--- config.mk ---
export PLATFORM = sky130hd
export DESIGN_NAME = picorv32_pcpi_gf_inv
export DESIGN_NICKNAME = d
export VERILOG_FILES = /design/src/rtl/picorv32_pcpi_gf_inv.sv
export SDC_FILE = /design/constraint.sdc
export NUM_CORES = 1
export LEC_CHECK = 0
export CAP_MARGIN = 20
export CELL_PAD_IN_SITES_DETAIL_PLACEMENT = 0
export CELL_PAD_IN_SITES_GLOBAL_PLACEMENT = 1
export CORE_ASPECT_RATIO = 0.5
export CORE_MARGIN = 4
export CORE_UTILIZATION = 35
export CTS_CLUSTER_SIZE = 24
export DETAILED_ROUTE_END_ITERATION = 6
export PLACE_DENSITY = 0.67
export SLEW_MARGIN = 20
export SYNTH_ARGS = -nofsm -noshare
export SYNTH_HDL_FRONTEND = slang
export SYNTH_SLANG_ARGS = --single-unit
--- constraint.sdc ---
create_clock -name clk -period 6.4 [get_ports clk]
set_clock_uncertainty 0.1 [all_clocks]
set_input_delay 1.28 -clock clk [delete_from_list [all_inputs] [get_ports clk]]
set_output_delay 1.28 -clock clk [all_outputs]
set_load 0.02 [all_outputs]
--- src/rtl/picorv32_pcpi_gf_inv.sv ---
// rtl/picorv32_pcpi_gf_inv.sv - PCPI GF(2^m) inverse unit (binary extended Euclid), one step per clock
module picorv32_pcpi_gf_inv #(
  parameter int DATA_WIDTH = 32
) (
  input  logic        clk,
  input  logic        resetn,
  input  logic        pcpi_valid,
  input  logic [31:0] pcpi_insn,
  input  logic [31:0] pcpi_rs1,
  input  logic [31:0] pcpi_rs2,
  output logic        pcpi_wr,
  output logic [31:0] pcpi_rd,
  output logic        pcpi_wait,
  output logic        pcpi_ready
);
  localparam int W = DATA_WIDTH + 1;

  typedef enum logic [2:0] {IDLE, INIT, RUN, CFG, DONE, HOLD} state_t;
  state_t state, state_next;

  logic [5:0]            cfg_m, new_m;
  logic [DATA_WIDTH-1:0] cfg_poly, res;
  logic [W-1:0]          u, v, g1, g2, nu, nv, ng1, ng2;
  logic [W-1:0]          f_full, a_mask, new_mask;
  logic                  is_op, dec_inv, dec_cfg, cfg_ok, term;
  logic                  unused_bits;

  function automatic logic [5:0] deg(input logic [W-1:0] x);
    logic [5:0] d;
    d = '0;
    for (int i = 0; i < W; i++) if (x[i]) d = 6'(i);
    return d;
  endfunction

  assign is_op   = (pcpi_insn[6:0] == 7'b0110011) && (pcpi_insn[31:25] == 7'b0000100);
  assign dec_inv = pcpi_valid && is_op && (pcpi_insn[14:12] == 3'd3);
  assign dec_cfg = pcpi_valid && is_op && (pcpi_insn[14:12] == 3'd5);

  assign f_full   = (W'(1) << cfg_m) | W'(cfg_poly);
  assign a_mask   = (W'(1) << cfg_m) - W'(1);
  assign new_m    = pcpi_rs1[5:0];
  assign new_mask = (W'(1) << new_m) - W'(1);
  assign cfg_ok   = (new_m >= 6'd2) && (new_m <= 6'(DATA_WIDTH));
  assign unused_bits = ^{pcpi_insn[24:15], pcpi_insn[11:7], new_mask[W-1]};

  always_comb begin
    nu = u; nv = v; ng1 = g1; ng2 = g2;
    if (!u[0]) begin
      nu  = u >> 1;
      ng1 = g1[0] ? ((g1 ^ f_full) >> 1) : (g1 >> 1);
    end else if (!v[0]) begin
      nv  = v >> 1;
      ng2 = g2[0] ? ((g2 ^ f_full) >> 1) : (g2 >> 1);
    end else if (deg(u) > deg(v)) begin
      nu  = u ^ v;
      ng1 = g1 ^ g2;
    end else begin
      nv  = v ^ u;
      ng2 = g2 ^ g1;
    end
  end

  // Checking the post-step values is the same as checking before the next step
  assign term = (nu == W'(1)) || (nv == W'(1));

  always_comb begin
    state_next = state;
    case (state)
      IDLE: begin
        if (dec_inv)      state_next = INIT;
        else if (dec_cfg) state_next = CFG;
      end
      // a==0 and a==1 need no steps; the result is a itself
      INIT: begin
        if (!pcpi_valid)         state_next = IDLE;
        else if (u <= W'(1))     state_next = DONE;
        else                     state_next = RUN;
      end
      RUN: begin
        if (!pcpi_valid) state_next = IDLE;
        else if (term)   state_next = DONE;
      end
      CFG, DONE: state_next = HOLD;
      HOLD:      state_next = IDLE;
      default:   state_next = IDLE;
    endcase
  end

  always_ff @(posedge clk) begin
    if (!resetn) begin
      state    <= IDLE;
      cfg_m    <= 6'd8;
      cfg_poly <= DATA_WIDTH'(32'h1B);
      u        <= '0;
      v        <= '0;
      g1       <= '0;
      g2       <= '0;
      res      <= '0;
    end else begin
      state <= state_next;
      case (state)
        IDLE: begin
          if (dec_inv) begin
            u  <= W'(pcpi_rs1) & a_mask;
            v  <= f_full;
            g1 <= W'(1);
            g2 <= '0;
          end
          if (dec_cfg && cfg_ok) begin
            cfg_m    <= new_m;
            cfg_poly <= pcpi_rs2[DATA_WIDTH-1:0] & new_mask[DATA_WIDTH-1:0];
          end
        end
        INIT: res <= u[DATA_WIDTH-1:0];
        RUN: begin
          u   <= nu;
          v   <= nv;
          g1  <= ng1;
          g2  <= ng2;
          res <= (nu == W'(1)) ? ng1[DATA_WIDTH-1:0] : ng2[DATA_WIDTH-1:0];
        end
        default: ;
      endcase
    end
  end

  // rd is forced to zero outside DONE so it can be OR-combined with the sibling unit
  assign pcpi_ready = (state == CFG) || (state == DONE);
  assign pcpi_wr    = (state == DONE);
  assign pcpi_wait  = (state == INIT) || (state == RUN);
  assign pcpi_rd    = (state == DONE) ? 32'(res) : 32'd0;

endmodule

# After elaboration in Yosys (flattened, before gate mapping)

Index checks and enable logic that the tools add are counted.

Register bits after elaboration: 205
Output and inout bits: 35
Logic and storage cells: 160
Input port bits: 99

Reduce and logical (&&, ||, !) cells: 18
Eq/ne operators: 17
Shift operators: 2
Order comparisons: 4
Add/subtract/negate cells: 2
Multiplexer cells: 100
Bitwise operators: 7

Operator list:

| cell                    | number |
|---|---|
| $mux W33                | 16 |
| $mux W6                 | 66 |
| $pmux W33 S2            | 4 |
| $xor A33 B33 Y33        | 4 |
| $mux W32                | 4 |
| $eq A33 B1 Y1 const B   | 2 |
| $pmux W32 S2            | 1 |
| $and A32 B33 Y33        | 1 |
| $le A33 B1 Y1 const B   | 1 |
| $or A33 B32 Y33         | 1 |
| $shl A1 B6 Y33 const A  | 1 |
| $sub A33 B2 Y33 const B | 1 |
| $and A32 B32 Y32        | 1 |
| $shl A1 B6 Y32 const A  | 1 |
| $sub A32 B2 Y32 const B | 1 |
| $mux W3                 | 6 |
| $ne A3 B3 Y1 const B    | 5 |
| $pmux W3 S4             | 1 |
| $eq A3 B2 Y1 const B    | 3 |
| $reduce_and A4 Y1       | 2 |
| $eq A7 B3 Y1 const B    | 1 |
| $eq A7 B6 Y1 const B    | 1 |
| $eq A3 B3 Y1 const B    | 2 |
| $ge A6 B2 Y1 const B    | 1 |
| 11 further kinds        | 23 |

# Depth between registers and ports, before layout

Gate-level depths: netlist (run 1).

Word-level depth: 43
Mapped depth: 23
Depth with buffers taken out: 19

# Least setup slack after synthesis (run 1)

Ideal clock, no wire load.

Kind: register to register
Start point: register v[4]
End point: register res[10]
Clock period less this slack: 4.802 ns
Stages on the path, launching flop included: 23
Arrival time: 4.635 ns
Buffers on the path: 3
Setup time: 0.067 ns
Required time: 6.233 ns
Slack: 1.598 ns
Path through: dfxtp_1 > clkbuf_1 > nor2_1 > o21ai_0 > a211oi_1 > o31ai_1 > a211oi_1 > o31ai_1 > a211oi_1 > o31ai_1 > a21o_1 > ha_1 > nor2b_1 > o31ai_4 > a21o_1 > buf_2 > mux2_2 > a221oi_1 > o2111a_1 > nand4_2 > buf_6 > mux2_4 > a21oi_2

Cells in the longest elaborated chain, start to end: 38
Elaborated cells between the ends (all ways): 45

Ends and longest elaborated chain:

| item                   | RTL line | text |
|---|---|---|
| from (decl)            | 23       | `logic [W-1:0] u, v, g1, g2, nu, nv, ng1, ng2;` |
| from (signal assigned) | 105      | `v <= f_full;` |
| from (signal assigned) | 117      | `v <= nv;` |
| $mux W6 (29 in a row)  | 31       | `for (int i = 0; i < W; i++) if (x[i]) d = 6'(i);` |
| $mux W6                | 51       | `end else if (!v[0]) begin` |
| $mux W6                | 48       | `if (!u[0]) begin` |
| $gt A6 B6 Y1           | 54       | `end else if (deg(u) > deg(v)) begin` |
| $mux W33               | 54       |  |
| $mux W33               | 51       |  |
| $mux W33               | 48       |  |
| $eq A33 B1 Y1          | 120      | `res <= (nu == W'(1)) ? ng1[DATA_WIDTH-1:0] : ng2[DATA_WIDTH-1:0];` |
| $mux W32 *             | 120      |  |
| $pmux W32 S2 *         | 101      | `case (state)` |
| to (signal assigned)   | 114      | `INIT: res <= u[DATA_WIDTH-1:0];` |
| to (signal assigned)   | 120      |  |
| to (decl)              | 22       | `logic [DATA_WIDTH-1:0] cfg_poly, res;` |

Every way passes the cells marked *; elsewhere a longest branch is shown, timed or not. The select of a mux whose other input is x is not followed.
A chain may end at the register's enable or synchronous reset.

# Worst setup path after layout (run 1)

Start point: register u[7]
End point: register res[12]

Cells in the longest elaborated chain, start to end: 35
Elaborated cells between the ends (all ways): 42

Ends and longest elaborated chain:

| item                   | RTL line | text |
|---|---|---|
| from (decl)            | 23       |  |
| from (signal assigned) | 104      | `u <= W'(pcpi_rs1) & a_mask;` |
| from (signal assigned) | 116      | `u <= nu;` |
| $mux W6 (26 in a row)  | 31       |  |
| $mux W6                | 51       |  |
| $mux W6                | 48       |  |
| $gt A6 B6 Y1           | 54       |  |
| $mux W33               | 54       |  |
| $mux W33               | 51       |  |
| $mux W33               | 48       |  |
| $eq A33 B1 Y1          | 120      |  |
| $mux W32 *             | 120      |  |
| $pmux W32 S2 *         | 101      |  |

Marks and branches as above.

==> reports/results.txt, run 1 <==
status: finished clean
register area share after synthesis: 24.17%
clk buf depth: 3
fin nets: 2460
Starting Density: 35.84%
pin count of the biggest net entering global routing: 154
Num CTS Buffers: 24
htree depth: 1
Synth Warn #: 0
Pre-antenna DRT Iters: 6
CP Cell Sequence: nor2_1 -> a211oi_1 -> o31ai_1 -> a211oi_1 -> o311ai_0 -> a211oi_1 -> o31ai_1 -> a31oi_1 -> ha_1 -> and4_1 -> a21oi_1 -> o221a_2 -> o211ai_1 -> or4_1 -> nor4_2 -> buf_4 -> nand4_4 -> buf_12 -> mux2_4 -> a21oi_2
total global-route track usage: 28.28%
Ports: 134
CTS root buf: clkbuf_16
Core ar.: 47370 um2
most frequent cell after synthesis: nand2_1
ys async rst share: 0%
drt initial violations: 2321
#FFs+latches synth: 205
Cells after Synth: 2400
WL per Instance: 25.53 um
total clock sinks: 205
number of synthesized flops with an enable pin: 0
top_reg_cell synth: dfxtp_1
min Tclk post-route: 6.107 ns
fraction of layout cells with a size suffix above 1: 9.958%
initial antenna violation count: 5
crit-path max cell delay: 0.69 ns
n_diodes: 0
Crit path max-delay family: compound AO/OA/AOI/OAI gates
CP bufs+invs: 2
Net Count, Synth: 2508
crit-path max FO: 32
Chip Height: 163.7 um
final count of pins violating max slew: 0
DP Area: 18290 um2
hold buffer count at cts: 0
leakage: 6.285 nW
WP data arrival: 6.53 ns
Yosys top cell by area: dfxtp_1
Max stage delay cell, worst path: dfxtp_1
number of buffers added for setup after CTS: 0
final core occ: 40.32%
Setup Crit Path Kind: flip-flop to flip-flop
hpwl dp: 52670 um
CTS tree: built
die width: 319.5 um
Sum Neg Setup Slack: 0 ns
Vias: 18630
grt ovf: 0
drc violations: 0
row cnt: 56
Power, Total: 0.002813 W
DR WL met3: 8599 um
Netlist cell types: 94
ANT nets after route: 0
final hold vios: 0
Worst-path clk slew: 0.06 ns
max layer used: met5
M1 WL: 34650 um
Max Cap Viol: 0
post-synth top area share: 24.17%
clock latency at the later pin of the worst-skew pair: 0.58 ns
final wirelength: 76810 um
WL met2: 31090 um
routed vias/inst: 6.192
Post-Syn Area per Cell: 7.074 um2
nature of the critical path startpoint: flip-flop
final instance area: 19100 um2
Slew HR: 22.74%
Fmax: 163.8 MHz
vias in the first global route: 16860
area delta synth->final: 12.48%
Slew @ Worst Pin: 1.150 ns
Final setup viols: 0
endpoint class of the critical path: flip-flop
PD cells: 147.3 nW/um2
Syn Std Cell Area: 16980 um2
Worst EP required: 6.82 ns
fin crit share: 95.42%
# port buffers: 118
WHS: 0.3524 ns
Synth top cells by count: 331 x nand2_1, 261 x nor2_1, 205 x dfxtp_1, 193 x a21oi_1, 187 x clkbuf_1
first-pass GRT wire length: 113300 um
CP most frequent cell: a211oi_1
cells taking the most area after synthesis: dfxtp_1 24%, nand2_1 7.3%, nor2_1 5.8%, a21oi_1 5.7%, clkbuf_1 4.1%
Peak VDD IR: 0.0001619 V
Placer Congestion: 0.9304
RSZ-0062 raised after global routing: false
total die area: 52310 um2
CTS resizes: 0
Hold WC Path Type: flip-flop to flip-flop
==> cell usage in the layout (no fill, tap or decap), types with 13 or more instances in the layout <==
| master | instances |
|---|---|
| a31o_2 | 13 |
| nor2_1 | 257 |
| a21oi_1 | 192 |
| a21o_1 | 28 |
| buf_4 | 77 |
| nor3_1 | 19 |
| inv_1 | 38 |
| a211oi_1 | 35 |
| o22ai_1 | 53 |
| nand2_1 | 330 |
| and2_1 | 40 |
| a221oi_1 | 31 |
| mux2_4 | 26 |
| a32oi_1 | 20 |
| a21oi_2 | 27 |
| nor2b_1 | 15 |
| xor2_1 | 33 |
| o221ai_1 | 42 |
| nand3_1 | 110 |
| clkbuf_16 | 24 |
| xnor2_1 | 68 |
| a22oi_1 | 13 |
| nor4_1 | 24 |
| a31oi_1 | 32 |
| nand4_1 | 24 |
| clkdlybuf4s50_1 | 117 |
| nand3b_1 | 20 |
| nand2b_1 | 16 |
| dfxtp_1 | 201 |
| o21a_1 | 68 |
| o211ai_1 | 38 |
| o21ai_0 | 107 |
==> cell type report <==
class                      count  area [um2]
clock buffer                  35       691.9
clock inverter                 9       86.33
fill                        5075       28270
inverter                      41       156.4
multi-input combinational   1880       11420
sequential                   205        4114
tap                          638       798.3
timing repair buffer         200        1831
==> sequential cells by signal, indices dropped and copies added (netlist names) <==
register,flops
cfg_m,6
u,33
g1,33
cfg_poly,32
state,3
res,32
v,33
g2,33
==> through the flow <==
step / setup slack (ns) / cells
2_1_floorplan: 1.598 / 2400
3_3_place_gp: 0.5059 / 2963
3_5_place_dp: 0.4782 / 2963
4_1_cts: 0.4672 / 3007
5_1_grt: 0.01114 / 3008
6_report: 0.2931 / 3008
==> per-layer routing <==
metal / vias to the layer above / GRT usage [%]
met4: 4 / 8.286
met1: 8951 / 40.83
met2: 940 / 40.65
met3: 143 / 8.029
met5: - / 0
li1: 8587 / -
==> where the power goes <==
group	switching (W)	total [W]	internal, W	leakage (nW)
sequential	0.000000343	0.00128	0.00127	1.65
combinational	0.0000667	0.000128	0.0000615	4.25
clock	0.000648	0.00141	0.000762	0.377
==> path summary, 6_finish.rpt <==
check / startpoint / to / slack (ns) / cells after the start
worst max-delay path: u[7] / res[12] / 0.29 / 20
worst min register to register: cfg_poly[17] / cfg_poly[17] / 0.35 / 2
worst min-delay path: cfg_poly[17] / cfg_poly[17] / 0.35 / 2
worst max register to register: u[7] / res[12] / 0.29 / 20
==> logic make-up (layout without fill, tap and decap cells) <==
logic type / after synthesis / count (layout) / share of synthesized area [%]
flip-flops: 205 / 205 / 24.17
multiplexers: 41 / 41 / 3.213
AO/OA/AOI/OAI: 808 / 808 / 32.69
AND/OR/NAND/NOR: 921 / 921 / 24.92
XOR/XNOR: 101 / 101 / 5.210
adder cells (fa/ha/maj): 9 / 9 / 0.6633
buffers and inverters: 315 / 285 / 9.124
==> worst register-to-register path, cell delays in order (launching register included) <==
cell and delay [ns]:
dfxtp_1 0.69, nor2_1 0.12, a211oi_1 0.32, o31ai_1 0.15, a211oi_1 0.27, o311ai_0 0.16, a211oi_1 0.27, o31ai_1 0.12
a31oi_1 0.22, ha_1 0.28, and4_1 0.45, a21oi_1 0.59, o221a_2 0.29, o211ai_1 0.18, or4_1 0.60, nor4_2 0.20
buf_4 0.19, nand4_4 0.11, buf_12 0.24, mux2_4 0.42, a21oi_2 0.13
(Power assumes the default switching activity.)
==> run 2: changes to the inputs <==
--- a/config.mk
+++ b/config.mk
@@ -13,7 +13,9 @@
 export CORE_UTILIZATION = 35
 export CTS_CLUSTER_SIZE = 24
 export DETAILED_ROUTE_END_ITERATION = 6
-export PLACE_DENSITY = 0.67
+export DONT_BUFFER_PORTS = 1
+export GPL_TIMING_DRIVEN = 0
+export PLACE_DENSITY = 0.62
 export SLEW_MARGIN = 20
 export SYNTH_ARGS = -nofsm -noshare
 export SYNTH_HDL_FRONTEND = slang
==> run 2 against run 1 <==
- largest power group unchanged
- via count grew 6.3%
- die area did not move
- worst hold slack gained 0.0010 ns
- total power grew 0.46%
- non-clock buffer count is 73 higher
- final area shrank 2.2%
- count of clock-buffer cells in the layout shrank 8
==> reports/results.txt, run 2 (same netlist as run 1, synthesis figures left out) <==
status: finished clean
Power, Total: 0.002826 W
filler cell count: 5151
total global-route track usage: 34.34%
final instance area: 18680 um2
Worst EP required: 6.80 ns
final hold vios: 0
internal power: 0.002094 W
Hold WC Path Type: flip-flop to flip-flop
grt ovf: 0
Slew @ Worst Pin: 1.290 ns
hold_sp: cfg_poly[18]
leakage: 6.040 nW
crit-path max FO: 10
Vias: 19810
Pre-antenna DRT Iters: 6
Fmax: 159.5 MHz
Core ar.: 47370 um2
fin nets: 2533
Combinational Power Share: 2.9%
Worst Hold Depth: 2
htree depth: 1
most frequent cells in the layout: 330 x nand2_1, 261 x nor2_1, 204 x dfxtp_1
total clock sinks: 205
final wirelength: 93290 um
vias in the first global route: 17990
hpwl dp: 71150 um
R2R depth: 20
WP data arrival: 6.67 ns
clk buf depth: 3
routed vias/inst: 6.433
RSZ-0062 raised after global routing: false
PD cells: 151.3 nW/um2
Max Cap Viol: 0
WL per Instance: 30.30 um
min Tclk post-route: 6.270 ns
clock share of power: 52.0%
area delta synth->final: 10.03%
CTS root buf: clkbuf_16
Worst Slack Setup Final: 0.1303 ns
Starting Density: 35.84%
Seq pwr share: 45.1%
total die area: 52310 um2
fin crit share: 97.96%
Worst Hold Path EP: cfg_poly[18]
drc violations: 0
final non-filler cell total: 3079
Sw Ratio: 25.91%
DP Area: 17820 um2
first-pass GRT wire length: 132700 um
Ports: 134
row cnt: 56
drt initial violations: 3008
die width: 319.5 um
nature of the critical path startpoint: flip-flop
initial antenna violation count: 2
clock latency at the later pin of the worst-skew pair: 0.57 ns
commonest non-fill, non-tap cell in the layout: nand2_1
endpoint class of the critical path: flip-flop
Final setup viols: 0
fraction of layout cells with a size suffix above 1: 8.439%
Placer Congestion: 1.004
Setup Crit Path Kind: flip-flop to flip-flop
CTS tree: built
Num CTS Buffers: 24
Worst-path clk slew: 0.07 ns
worst r2r src: v[7]
Net Sw Power: 0.0007324 W
Chip Height: 163.7 um
n_diodes: 0
Placement Setup Slack: -0.4130 ns
Peak VDD IR: 0.0001642 V
pin count of the biggest net entering global routing: 15
ANT nets after route: 0
Slew HR: 13.33%
R2R setup slack: 0.13 ns
Cells after DPL: 3040
final count of pins violating max slew: 0
# port buffers: 0
worst r2r dst: state[2]
[run 2: changes by cell type in the layout (fill, tap and decap cells not counted), sizes merged, moves of 5 or more]
cell	delta
clkdlybuf4s50	-115
clkbuf	+189
buf	-19
clkinv	+5
dlygate4sd3	+9
[run 2: how the worst max path moves through the flow]
stage	start	end	slack, ns
floorplan	v[4]	res[10]	1.60
finish	v[7]	state[2]	0.13
global placement	v[3]	res[17]	-0.50
detailed placement	v[3]	res[17]	-0.41
CTS	v[4]	res[17]	0.03
global route	v[5]	v[6]	0.02
[run 2: power by group through the flow]
stage	Clock, W	Sequential [W]	Combinational (W)
finish	0.00147	0.00128	0.0000825
global route	0.00152	0.00127	0.0000867
global placement	0	0.00130	0.0000807
CTS	0.00147	0.00128	0.0000796
detailed placement	0	0.00130	0.0000793
floorplan	0	0.00130	0.0000496
[run 2: final cells by class]
cell class              instances  area, um2  share of cell area, %
repair buffers                  3      36.28                 0.1942
clock buffers                  27      631.9                  3.382
plain buffers                 270       1390                  7.441
multi-input cells            1880      11400                  61.04
flip-flops and latches        205       4105                  21.98
inverters                      41      153.9                 0.8238
clock inverters                15      162.7                 0.8707
well taps                     638      798.3                  4.273
[run 2: timing repair]
action,CTS,global route
gates resized for setup,7,15
endpoints found under the setup margin,37,71
hold buffers,0,0
setup buffers,0,1
pin swaps,0,1
[run 2: critical path, stage by stage (launching register included)]
cell and delay (ns):
dfxtp_1 0.30, clkbuf_1 0.60, nor2_1 0.09, a211oi_1 0.22
o31ai_1 0.09, a211oi_1 0.32, o31ai_1 0.10, a211oi_1 0.28
o31ai_1 0.11, a21o_1 0.29, ha_1 0.35, nand4_1 0.27
o22ai_1 0.23, a211oi_2 0.44, clkbuf_2 0.45, nand2_1 0.12
xnor2_1 0.26, o21ai_0 0.17, or4_1 0.57, nor4_1 0.55
o221a_2 0.29
[run 2: metrics by stage]
| stage | setup TNS, ns | hold WS [ns] | util, % |
|---|---|---|---|
| after global routing | 0 | 0.3787 | 39.44 |
| after global placement | -15.67 | 0.3360 | 37.53 |
| final | 0 | 0.3534 | 39.44 |
| after CTS | 0 | 0.3538 | 39.38 |
| after floorplan | 0 | 0.3268 | - |
| after detailed placement | -12.45 | 0.3459 | 37.63 |
[run 2: per-layer routing]
| metal | GRT usage (%) | wire length (um) |
|---|---|---|
| met1 | 51.24 | 42570 |
| met2 | 48.97 | 36830 |
| met3 | 8.041 | 10850 |
| met4 | 9.204 | 3036 |
| met5 | 0 | 0 |
==> run 3: changes to the inputs <==
--- a/config.mk
+++ b/config.mk
@@ -15,6 +15,7 @@
 export DETAILED_ROUTE_END_ITERATION = 6
 export DONT_BUFFER_PORTS = 1
 export GPL_TIMING_DRIVEN = 0
+export MAX_ROUTING_LAYER = met4
 export PLACE_DENSITY = 0.62
 export SLEW_MARGIN = 20
 export SYNTH_ARGS = -nofsm -noshare
==> run 3 against run 2 <==
- worst setup slack got worse by 0.047 ns
- flip-flop and latch count did not move
- non-clock buffer count rose by 4
- critical endpoint is now res[13]
- largest power group unchanged
==> reports/results.txt, run 3 (same netlist as run 1, synthesis figures left out) <==
Ports: 134
most frequent cells in the layout: 330 x nand2_1, 261 x nor2_1, 204 x dfxtp_1
Setup Crit Path Kind: flip-flop to flip-flop
worst r2r src: u[17]
DP Area: 17820 um2
clock latency at the later pin of the worst-skew pair: 0.57 ns
endpoint class of the critical path: flip-flop
CTS tree: built
CTS root buf: clkbuf_16
Seq. cell area: 4105 um2
R2R depth: 21
worst r2r dst: res[13]
PD cells: 153.9 nW/um2
grt ovf: 0
vias in the first global route: 18150
Worst-path clk slew: 0.07 ns
RSZ-0062 raised after global routing: false
fin crit share: 98.70%
Placement Setup Slack: -0.3737 ns
WP data arrival: 6.72 ns
Worst EP required: 6.80 ns
crit-path max FO: 10
Worst Hold Path EP: cfg_poly[29]
final count of pins violating max slew: 0
area of the multi-input gates: 11410 um2
Cells after DPL: 3040
status: finished clean
fraction of layout cells with a size suffix above 1: 8.388%
Starting Density: 35.84%
die width: 319.5 um
leakage: 6.063 nW
clk buf depth: 3
Final setup viols: 0
fin nets: 2536
min Tclk post-route: 6.317 ns
Max Cap Viol: 0
htree depth: 1
Slew HR: 20.68%
WHS: 0.3531 ns
first-pass GRT wire length: 133600 um
Hold WC Path Type: flip-flop to flip-flop
final non-filler cell total: 3085
drc violations: 0
WL per Instance: 30.40 um
Num CTS Buffers: 23
routed vias/inst: 6.421
total global-route track usage: 35.59%
R2R setup slack: 0.08 ns
commonest non-fill, non-tap cell in the layout: nand2_1
final instance area: 18750 um2
drt initial violations: 2847
Worst Hold Depth: 2
Chip Height: 163.7 um
total die area: 52310 um2
row cnt: 56
Fmax: 158.3 MHz
filler cell count: 5194
Pre-antenna DRT Iters: 5
final hold vios: 0
Core ar.: 47370 um2
final wirelength: 93780 um
hpwl dp: 71340 um
area delta synth->final: 10.41%
hold_sp: cfg_poly[29]
# port buffers: 0
initial antenna violation count: 2
nature of the critical path startpoint: flip-flop
Slew @ Worst Pin: 1.190 ns
hold buffer count at cts: 0
pin count of the biggest net entering global routing: 15
Worst Slack Setup Final: 0.08326 ns
Vias: 19810
ANT nets after route: 0
Placer Congestion: 1.014
Peak VDD IR: 0.0001496 V
total clock sinks: 205
-- run 3: area by class of cell --
class	instances	share of cell area [%]
clock buffer	24	3.090
timing repair buffer	6	0.3137
sequential	205	21.90
multi-input combinational	1880	60.87
antenna	3	0.04005
inverter	41	0.8210
buffer	271	7.422
tap	638	4.258
clock inverter	17	1.288
-- run 3: worst max-delay path by stage --
stage | from | slack, ns | endpoint | depth (start not counted)
3_5_place_dp | v[3] | -0.37 | res[20] | 21
6_report | u[17] | 0.08 | res[13] | 21
4_1_cts | v[4] | 0.04 | res[17] | 22
2_1_floorplan | v[4] | 1.60 | res[10] | 22
5_1_grt | v[5] | 0.003 | g1[32] | 19
3_3_place_gp | v[3] | -0.47 | res[17] | 21
-- run 3: critical path: stages (launching register included) --
cell             delay (ns)
dfxtp_1                0.29
clkdlybuf4s50_2        0.73
a21oi_1                0.40
o21bai_1               0.10
a21oi_1                0.16
nor2_1                 0.06
a2111oi_0              0.39
a221oi_1               0.19
o31ai_1                0.24
ha_1                   0.29
nand4_1                0.26
o22ai_2                0.17
a21oi_1                0.47
buf_2                  0.42
nor2_1                 0.11
nand3b_1               0.33
nor4bb_1               0.54
nand4_4                0.15
buf_12                 0.18
buf_6                  0.17
mux2_4                 0.35
a21oi_2                0.13
-- run 3: stage by stage --
step	power (W)	util [%]	TNS, ns
3_3_place_gp	0.001385	37.53	-14.64
2_1_floorplan	0.001354	-	0
4_1_cts	0.002889	39.42	0
5_1_grt	0.002939	39.57	0
6_report	0.002884	39.58	0
3_5_place_dp	0.001385	37.63	-11.30
-- run 3: what timing repair did --
action | in CTS | in global routing
pin swaps | 0 | 2
resized for setup | 6 | 8
buffers inserted | 0 | 4
setup endpoints to repair | 36 | 71
-- run 3: where the power goes --
group | internal [W] | switching, W | leakage [nW] | total (W)
registers | 0.00128 | 0.000000169 | 1.65 | 0.00128
clock network | 0.000870 | 0.000656 | 0.389 | 0.00153
logic | 0.0000195 | 0.0000636 | 4.02 | 0.0000831
-- run 3: per-layer routing --
metal	vias to the layer above	global-route usage, %	part of all wire [%]
met1	9668	51.16	46
met5	-	-	0
met4	0	11.10	3.8
met3	180	8.657	12
li1	8766	-	-
met2	1195	48.50	39
